## src/rtl/q_route_pkg.sv

```systemverilog
// Shared definitions for the Q-routing pipeline: word width, memory map bases
// and the scan FSM state encoding.
package q_route_pkg;

    localparam int          WORD_WIDTH   = 16;
    localparam logic [15:0] QTABLE_BASE  = 16'h048;
    localparam logic [15:0] NBR_ID_BASE  = 16'h008;
    localparam logic [15:0] CLUSTER_BASE = 16'h148;
    localparam logic [15:0] HOP_BASE     = 16'h1C8;

    typedef enum logic [1:0] {
        IDLE  = 2'd0,
        SCAN  = 2'd1,
        FETCH = 2'd2,
        DONE  = 2'd3
    } q_state_e;

    // Byte address of 16-bit word idx in a table starting at base (wraps mod 2^16).
    function automatic logic [15:0] word_addr(input logic [15:0] base, input logic [15:0] idx);
        return base + {idx[14:0], 1'b0};
    endfunction

endpackage

```

## src/rtl/q_lfsr16.sv

```systemverilog
// Free-running 16-bit Fibonacci LFSR (taps 16,14,13,11), synchronous active-low reset.
module q_lfsr16 #(
    parameter logic [15:0] SEED = 16'hACE1
) (
    input  logic        clock,
    input  logic        nreset,
    output logic [15:0] lfsr
);

    always_ff @(posedge clock) begin
        if (!nreset)
            lfsr <= SEED;
        else
            lfsr <= {lfsr[14:0], lfsr[15] ^ lfsr[13] ^ lfsr[12] ^ lfsr[10]};
    end

endmodule

```

## src/rtl/q_besthop_select.sv

```systemverilog
// Scans the neighbour Q-table for the highest Q-value and fetches that neighbour's node ID.
// Optional epsilon-greedy exploration is compiled in with Q_EXPLORE_EN.
module q_besthop_select
    import q_route_pkg::*;
#(
    parameter int MAX_NEIGHBORS = 32,
    parameter int EPSILON       = 2
) (
    input  logic        clock,
    input  logic        nreset,
    input  logic        start,
    input  logic [15:0] neighbor_count,
    input  logic [15:0] data_in,
    output logic [15:0] address,
    output logic [15:0] action,
    output logic [15:0] besthop,
    output logic [15:0] best_q,
    output logic        explored,
    output logic        done
);

    localparam logic [15:0] MAX_N = 16'(MAX_NEIGHBORS);

    if (EPSILON < 0) begin : g_bad_epsilon
        $error("EPSILON must be non-negative");
    end

    q_state_e    state, state_nxt;
    logic [15:0] idx;
    logic [15:0] cnt_m;
    logic [15:0] m_eff;
    logic        scan_last;
    logic        take;
    logic [15:0] greedy_win;
    logic [15:0] final_win;
    logic [15:0] final_q;
    logic        explore_hit;
    logic [15:0] pick;
    logic [15:0] pick_q;

    assign m_eff      = (neighbor_count > MAX_N) ? MAX_N : neighbor_count;
    assign scan_last  = (idx == cnt_m - 16'd1);
    // Strict compare so ties keep the lower index; entry 0 always seeds the best.
    assign take       = (idx == 16'd0) || (data_in > best_q);
    assign greedy_win = take ? idx : action;
    assign final_win  = explore_hit ? pick : greedy_win;
    assign final_q    = explore_hit ? pick_q : (take ? data_in : best_q);

`ifdef Q_EXPLORE_EN
    logic [15:0] lfsr;
    logic [15:0] qcap [32];

    q_lfsr16 u_lfsr (
        .clock  (clock),
        .nreset (nreset),
        .lfsr   (lfsr)
    );

    assign pick        = {11'd0, lfsr[8:4]};
    assign explore_hit = (int'(lfsr[3:0]) < EPSILON) && (pick < cnt_m);
    // The picked entry may be the one on the bus right now, not yet captured.
    assign pick_q      = (pick == idx) ? data_in : qcap[lfsr[8:4]];

    always_ff @(posedge clock) begin
        if (state == SCAN && idx[15:5] == 11'd0)
            qcap[idx[4:0]] <= data_in;
    end

    always_ff @(posedge clock) begin
        if (!nreset)
            explored <= 1'b0;
        else if (state == IDLE && start)
            explored <= 1'b0;
        else if (state == SCAN && scan_last)
            explored <= explore_hit;
    end
`else
    assign pick        = 16'd0;
    assign pick_q      = 16'd0;
    assign explore_hit = 1'b0;
    assign explored    = 1'b0;
`endif

    always_ff @(posedge clock) begin
        if (!nreset)
            state <= IDLE;
        else
            state <= state_nxt;
    end

    always_comb begin
        state_nxt = state;
        case (state)
            IDLE:    if (start) state_nxt = (m_eff == 16'd0) ? DONE : SCAN;
            SCAN:    if (scan_last) state_nxt = FETCH;
            FETCH:   state_nxt = DONE;
            // Exit only once done has been seen, so an empty-table result still pulses done.
            DONE:    if (!start && done) state_nxt = IDLE;
            default: state_nxt = IDLE;
        endcase
    end

    always_ff @(posedge clock) begin
        if (!nreset) begin
            idx     <= 16'd0;
            cnt_m   <= 16'd0;
            address <= 16'd0;
            action  <= 16'd0;
            besthop <= 16'd0;
            best_q  <= 16'd0;
            done    <= 1'b0;
        end else begin
            case (state)
                IDLE: begin
                    if (start) begin
                        idx    <= 16'd0;
                        cnt_m  <= m_eff;
                        best_q <= 16'd0;
                        if (m_eff == 16'd0) begin
                            action  <= 16'hFFFF;
                            besthop <= 16'hFFFF;
                        end else begin
                            action  <= 16'd0;
                            address <= QTABLE_BASE;
                        end
                    end
                end
                SCAN: begin
                    if (scan_last) begin
                        action  <= final_win;
                        best_q  <= final_q;
                        address <= word_addr(NBR_ID_BASE, final_win);
                    end else begin
                        if (take) begin
                            action <= idx;
                            best_q <= data_in;
                        end
                        idx     <= idx + 16'd1;
                        address <= address + 16'd2;
                    end
                end
                FETCH: begin
                    besthop <= data_in;
                    done    <= 1'b1;
                end
                DONE: begin
                    done <= done ? start : 1'b1;
                end
                default: ;
            endcase
        end
    end

endmodule
```

## config.mk

```make
export PLATFORM = sky130hd
export DESIGN_NAME = q_besthop_select
export DESIGN_NICKNAME = d
export VERILOG_FILES = /design/src/rtl/q_route_pkg.sv /design/src/rtl/q_lfsr16.sv /design/src/rtl/q_besthop_select.sv
export SDC_FILE = /design/constraint.sdc
export NUM_CORES = 1
export LEC_CHECK = 0
export ABC_AREA = 1
export ABC_CLOCK_PERIOD_IN_PS = 2500
export BUFFER_PORTS_ARGS = -buffer_cell sky130_fd_sc_hd__buf_2
export CAP_MARGIN = 10
export CORE_MARGIN = 1
export CORE_UTILIZATION = 52
export CTS_CLUSTER_SIZE = 10
export DETAILED_ROUTE_END_ITERATION = 12
export PLACE_DENSITY = 0.74
export RECOVER_POWER = 50
export SYNTH_ARGS = -nofsm -noshare
export SYNTH_HDL_FRONTEND = slang
export SYNTH_SLANG_ARGS = --single-unit
export TNS_END_PERCENT = 20
```

## constraint.sdc

```tcl
create_clock -name clock -period 2.5 [get_ports clock]
set_input_delay 0.125 -clock clock [delete_from_list [all_inputs] [get_ports clock]]
set_output_delay 0.125 -clock clock [all_outputs]
set_load 0.005 [all_outputs]
```

# Word level (Yosys, flattened, before mapping)
# Index checks and enable logic that the tools add are counted.
# totals
register_bits	99
word_cells	66
# op_classes
n_addsub	4
n_lt_le_gt_ge	2
eq_ne	11
mux	24
n_reduce_logical	16
# ops
cell	n
16-bit two-way mux	12
16-bit case mux with 2 select lines	5
16-bit logical NOT	2
16-bit by 1-bit adder with 16-bit output, second input constant	1
16-bit by 2-bit adder with 16-bit output, second input constant	1
4-bit by 16-bit adder with 16-bit output, first input constant	1
16-bit equality test	1
16-bit > comparator	1
16-bit by 6-bit > comparator with 1-bit output, second input constant	1
16-bit by 1-bit subtractor with 16-bit output, second input constant	1
3-bit AND reduction	5
2-bit inequality test, second input constant	7
2-bit two-way mux	4
2-bit case mux with 4 select lines	1
2-bit nonzero test	3
2-bit equality test, second input constant	2
2-bit AND reduction	2
2-bit by 1-bit equality test with 1-bit output, second input constant	1
2-bit logical NOT	1
1-bit case mux with 2 select lines	1
1-bit logical AND	1
1-bit logical NOT	1
1-bit logical OR	1
1-bit two-way mux	1

# Depth between registers and ports, before layout
# logic_depth
depth_word	6
ltp_mapped	23

# Worst setup path before layout
# Ideal clock, no wire load.
# synth_path
path_kind	flip-flop to flip-flop
startpoint	reg best_q[15]
endpoint	reg address[9]
setup_time_ns	0.132
arrival_ns	2.272
required_ns	2.368
setup_slack_ns	0.096
path_stages_with_launch	20
path_buffers	1
cell_sequence	dfxtp_1 -> inv_1 -> ha_1 -> nand2_1 -> nor2_1 -> nand2_1 -> nor2_1 -> inv_1 -> nand2_1 -> buf_2 -> nand3_1 -> nand2_1 -> ha_1 -> nand3_1 -> inv_1 -> nand2_1 -> nor2_1 -> o21ai_1 -> nand2_1 -> a21oi_1
# synth_between
elab_chain_cells	6
# synth_rtl
element	line_no	source
from (decl)	q_besthop_select.sv:17	output logic [15:0] best_q,
from (signal assigned)	q_besthop_select.sv:131	best_q <= final_q;
from (signal assigned)	q_besthop_select.sv:136	best_q <= data_in;
16-bit > comparator	q_besthop_select.sv:44	assign take = (idx == 16'd0) || (data_in > best_q);
1-bit logical OR	q_besthop_select.sv:44	
16-bit two-way mux	n/a	
4-bit by 16-bit adder with 16-bit output	q_route_pkg.sv:20	return base + {idx[14:0], 1'b0};
16-bit two-way mux	q_besthop_select.sv:129	if (scan_last) begin
16-bit case mux with 2 select lines	q_besthop_select.sv:113	case (state)
to (signal assigned)	q_besthop_select.sv:132	address <= word_addr(NBR_ID_BASE, final_win);
to (signal assigned)	q_besthop_select.sv:139	address <= address + 16'd2;
to (decl)	q_besthop_select.sv:14	output logic [15:0] address,
# Every way passes these cells. The select of a mux whose other input is x is not followed.
# A chain may end at the register's enable or synchronous reset.

# Worst setup path in the final report
# layout_path
startpoint	reg best_q[11]
endpoint	reg address[15]
# Same word-level chain as after synthesis.

==> impl_metrics.env <==
export IMPL_layout_common_cells="nand2_1 (207), dfxtp_1 (97), a21oi_1 (89)"
export IMPL_antenna_found_initial=0
export IMPL_cts_tree="built"
export IMPL_synthDistinctLibCells=44
export IMPL_clk_pin_slew_ps=70
export IMPL_drive_gt1_share_pct=25.22
export IMPL_path_buf_inv=4
export IMPL_die_x_um=109.0
export IMPL_synth_flop_cell="dfxtp_1"
export IMPL_p_int_mw=3.704
export IMPL_grt_pass1_wl_mm=26.74
export IMPL_core_rowCount=38
export IMPL_slew_headroom_pct=60.74
export IMPL_fin_crit_ps=2522
export IMPL_via_count=6454
export IMPL_wl_mm=17.65
export IMPL_diodes=0
export IMPL_hold_path_class="input pin to flop"
export IMPL_power_frac_clock_pct=22.2
export IMPL_max_stage_delay_ps=360
export IMPL_powerDensity_nw_per_um2=812.9
export IMPL_rrSetupSlack_ps=-20
export IMPL_drc=0
export IMPL_syn_avg_cell_area_um2=6.695
export IMPL_p_sw_mw=2.536
export IMPL_fin_skew_ps=8.309
export IMPL_rr_endpoint="address[15]"
export IMPL_ys_seq_elements=98
export IMPL_worstSetupPathType="flop to flop"
export IMPL_fin_nets=1076
export IMPL_clock_fmax_mhz=396.5
export IMPL_clk_latency_ps=360
export IMPL_yosysWarningCount=0
export IMPL_cpMostUsedCell="nand2_1"
export IMPL_synth_top_cell_by_area="dfxtp_1"
export IMPL_worst_pin_slew_ps=588.0
export IMPL_syn_inst=889
export IMPL_grt_max_degree=48
export IMPL_r2r_worst_path_cells=18
export IMPL_postLayoutCellArea_um2=7676
export IMPL_rsz0062_at_grt="yes"
export IMPL_cts_buffers=9
export IMPL_yosysSeqAreaShare_pct=32.96
export IMPL_fillers=934
export IMPL_start_util_pct=54.19
export IMPL_path_max_fanout=6
export IMPL_port_buffers=98
export IMPL_gp_congestion=0.9116
export IMPL_syn2layout_area_growth_pct=28.97
export IMPL_peakVddDrop_uv=608.1
export IMPL_critPathTopFamily="simple AND/OR/NAND/NOR gates"
export IMPL_crit_path_start_kind="flop"
export IMPL_cts_buffer_depth=2
export IMPL_h_tree_depth=3
export IMPL_grt_pass1_vias=5646
export IMPL_core_um2=10980
export IMPL_synthArstFlopShare_pct=0
export IMPL_whs_endpoint="cnt_m[2]"
export IMPL_ioPinCount=101
export IMPL_die_area_um2=11880
export IMPL_cp_end_kind="flop"
export IMPL_synth_edff_count=0
export IMPL_hold_viol_final=0
export IMPL_cts_sinks=98
export IMPL_cp_cell_sequence="inv_1 > ha_4 > nand2_1 > nor2_1 > nand2_1 > nor2_1 > inv_1 > nand2_4 > buf_6 > nand3_4 > nand2_4 > ha_4 > nand3_4 > inv_4 > nand4_1 > nand3_1 > nand2_1 > a21oi_2"
export IMPL_ant_nets=0
export IMPL_fin_setup_tns_ps=-47.94
export IMPL_combPwrFrac_pct=43.2
export IMPL_dpl_cell_area_um2=6810
export IMPL_drt_vias_per_instance=5.569
export IMPL_switching_share_pct=40.64
export IMPL_drt_iter0_markers=593
export IMPL_hold_depth=3
export IMPL_drv_slew=0
export IMPL_crit_slowest_cell="dfxtp_1"
export IMPL_synth_area_um2=5952
export IMPL_synth_area_leaders="dfxtp_1 (33%), nand2_1 (15%), a21oi_1 (8.2%), xor2_1 (5.6%), ha_1 (5.3%)"
export IMPL_violations="setup timing"
export IMPL_synth_top_area_share_pct=32.96
export IMPL_gr_total_overflow=0
export IMPL_p_leak_nw=3.194
export IMPL_hpwlAfterDp_mm=11.70
export IMPL_outcome="finished, violations left"
export IMPL_die_h_um=109.0
export IMPL_rr_startpoint="best_q[11]"
export IMPL_first_pass_iters=7
export IMPL_seq_power_share_pct=34.6
export IMPL_drv_cap=0
export IMPL_setup_ws_ps=-21.78
export IMPL_hold_start="neighbor_count[2]"
export IMPL_worstPathArrival_ps=2810
export IMPL_worst_ep_required_time_ps=2790
export IMPL_cts_root_buf="clkbuf_16"
export IMPL_routedWlPerCell_um=15.23
export IMPL_setup_violations=3
export IMPL_grt_total_usage_pct=28.77
export IMPL_finalCritPeriodShare_pct=100.9
export IMPL_final_common_cell="nand2_1"
[flip-flops by register name, indices dropped and copies added (netlist names)]
| signal | count |
|---|---|
| address | 15 |
| cnt_m | 16 |
| action | 16 |
| done | 1 |
| state | 2 |
| besthop | 16 |
| idx | 16 |
| best_q | 16 |
[what timing repair did]
item                                    4_1_cts  5_1_grt
pin swaps                                     1       42
gates resized for setup                      10      127
endpoints found under the setup margin       10       43
endpoints found under the hold margin         0        0
setup buffers                                 1       10
gates cloned                                  1        2
hold buffers                                  0        0
[layer usage]
| layer | track usage (%) | part of all wire (%) |
|---|---|---|
| met2 | 46.86 | 48 |
| met4 | 10.71 | 2.6 |
| met1 | 37.65 | 44 |
| met5 | 0 | 0 |
| met3 | 5.380 | 6.0 |
[worst reg2reg max path, stage by stage, from the launching register on]
cell and delay, ps:
dfxtp_1 360, inv_1 100, ha_4 290, nand2_1 50
nor2_1 130, nand2_1 90, nor2_1 90, inv_1 80
nand2_4 140, buf_6 160, nand3_4 70, nand2_4 100
ha_4 150, nand3_4 110, inv_4 90, nand4_1 110
nand3_1 110, nand2_1 90, a21oi_2 140
[per-stage QoR]
| step | worst slack (ps) | util (%) | hold WS [ps] | power, mW | instances |
|---|---|---|---|---|---|
| CTS | -38.76 | 64.98 | 12.87 | 5.804 | 1147 |
| global route | -143.0 | 69.89 | 40.06 | 6.601 | 1159 |
| global placement | -21.03 | 62.01 | 391.9 | 4.336 | 1131 |
| floorplan | 96.26 | - | 263.3 | 3.493 | 890 |
| finish | -21.78 | 69.89 | 27.88 | 6.240 | 1159 |
| detailed placement | -80.80 | 62.01 | 394.9 | 4.362 | 1131 |
[worst max path at each step]
stage / from / endpoint / slack [ps] / cells past startpoint
3_3_place_gp: best_q[13] / address[9] / -20 / 17
2_1_floorplan: best_q[15] / address[9] / 100 / 19
3_5_place_dp: best_q[9] / address[9] / -80 / 19
6_report: best_q[11] / address[15] / -20 / 18
4_1_cts: best_q[9] / address[9] / -40 / 19
5_1_grt: best_q[5] / address[15] / -140 / 19
[cells in the mapped netlist, types with 2 or more instances]
| master | n |
|---|---|
| a221oi_1 | 4 |
| inv_1 | 82 |
| nand3_1 | 52 |
| ha_1 | 25 |
| buf_6 | 2 |
| or2_2 | 4 |
| buf_1 | 5 |
| buf_2 | 7 |
| nor3b_1 | 2 |
| o21ai_1 | 3 |
| nand4_1 | 14 |
| xor2_1 | 38 |
| nand3b_1 | 5 |
| clkbuf_1 | 30 |
| a21oi_1 | 98 |
| nor3_1 | 14 |
| nor4_1 | 7 |
| nand2_2 | 4 |
| dfxtp_1 | 98 |
| buf_4 | 2 |
| o21ai_0 | 47 |
| nor2_2 | 3 |
| nand2_1 | 234 |
| xnor2_1 | 6 |
| a211oi_1 | 15 |
| nor2_1 | 68 |
| nor2_4 | 3 |
[power groups by stage]
stage | clock network, mW | registers, mW | logic (mW)
2_1_floorplan | 0 | 2.14 | 1.35
3_3_place_gp | 0 | 2.14 | 2.20
3_5_place_dp | 0 | 2.14 | 2.22
4_1_cts | 1.41 | 2.12 | 2.28
5_1_grt | 1.46 | 2.19 | 2.95
6_report | 1.39 | 2.16 | 2.70
[cell type report]
cell class | count | area (um^2) | share of cell area [%]
flip-flops and latches | 98 | 1963 | 25.57
clock buffers | 9 | 225.2 | 2.934
repair buffers | 160 | 964.7 | 12.57
clock inverters | 5 | 57.56 | 0.7498
multi-input cells | 663 | 3964 | 51.64
inverters | 84 | 326.6 | 4.254
well taps | 140 | 175.2 | 2.282
[logic make-up after synthesis]
family | Yosys count | share of synthesized area (%)
and+or+nand+nor | 417 | 30.54
AOI/OAI and AO/OA | 174 | 15.98
buffers and inverters | 130 | 8.724
DFF | 98 | 32.96
xor gates and xnor gates | 44 | 6.475
adders and majority gates | 25 | 5.255
other | 1 | 0.06300
(Power assumes the default switching activity.)
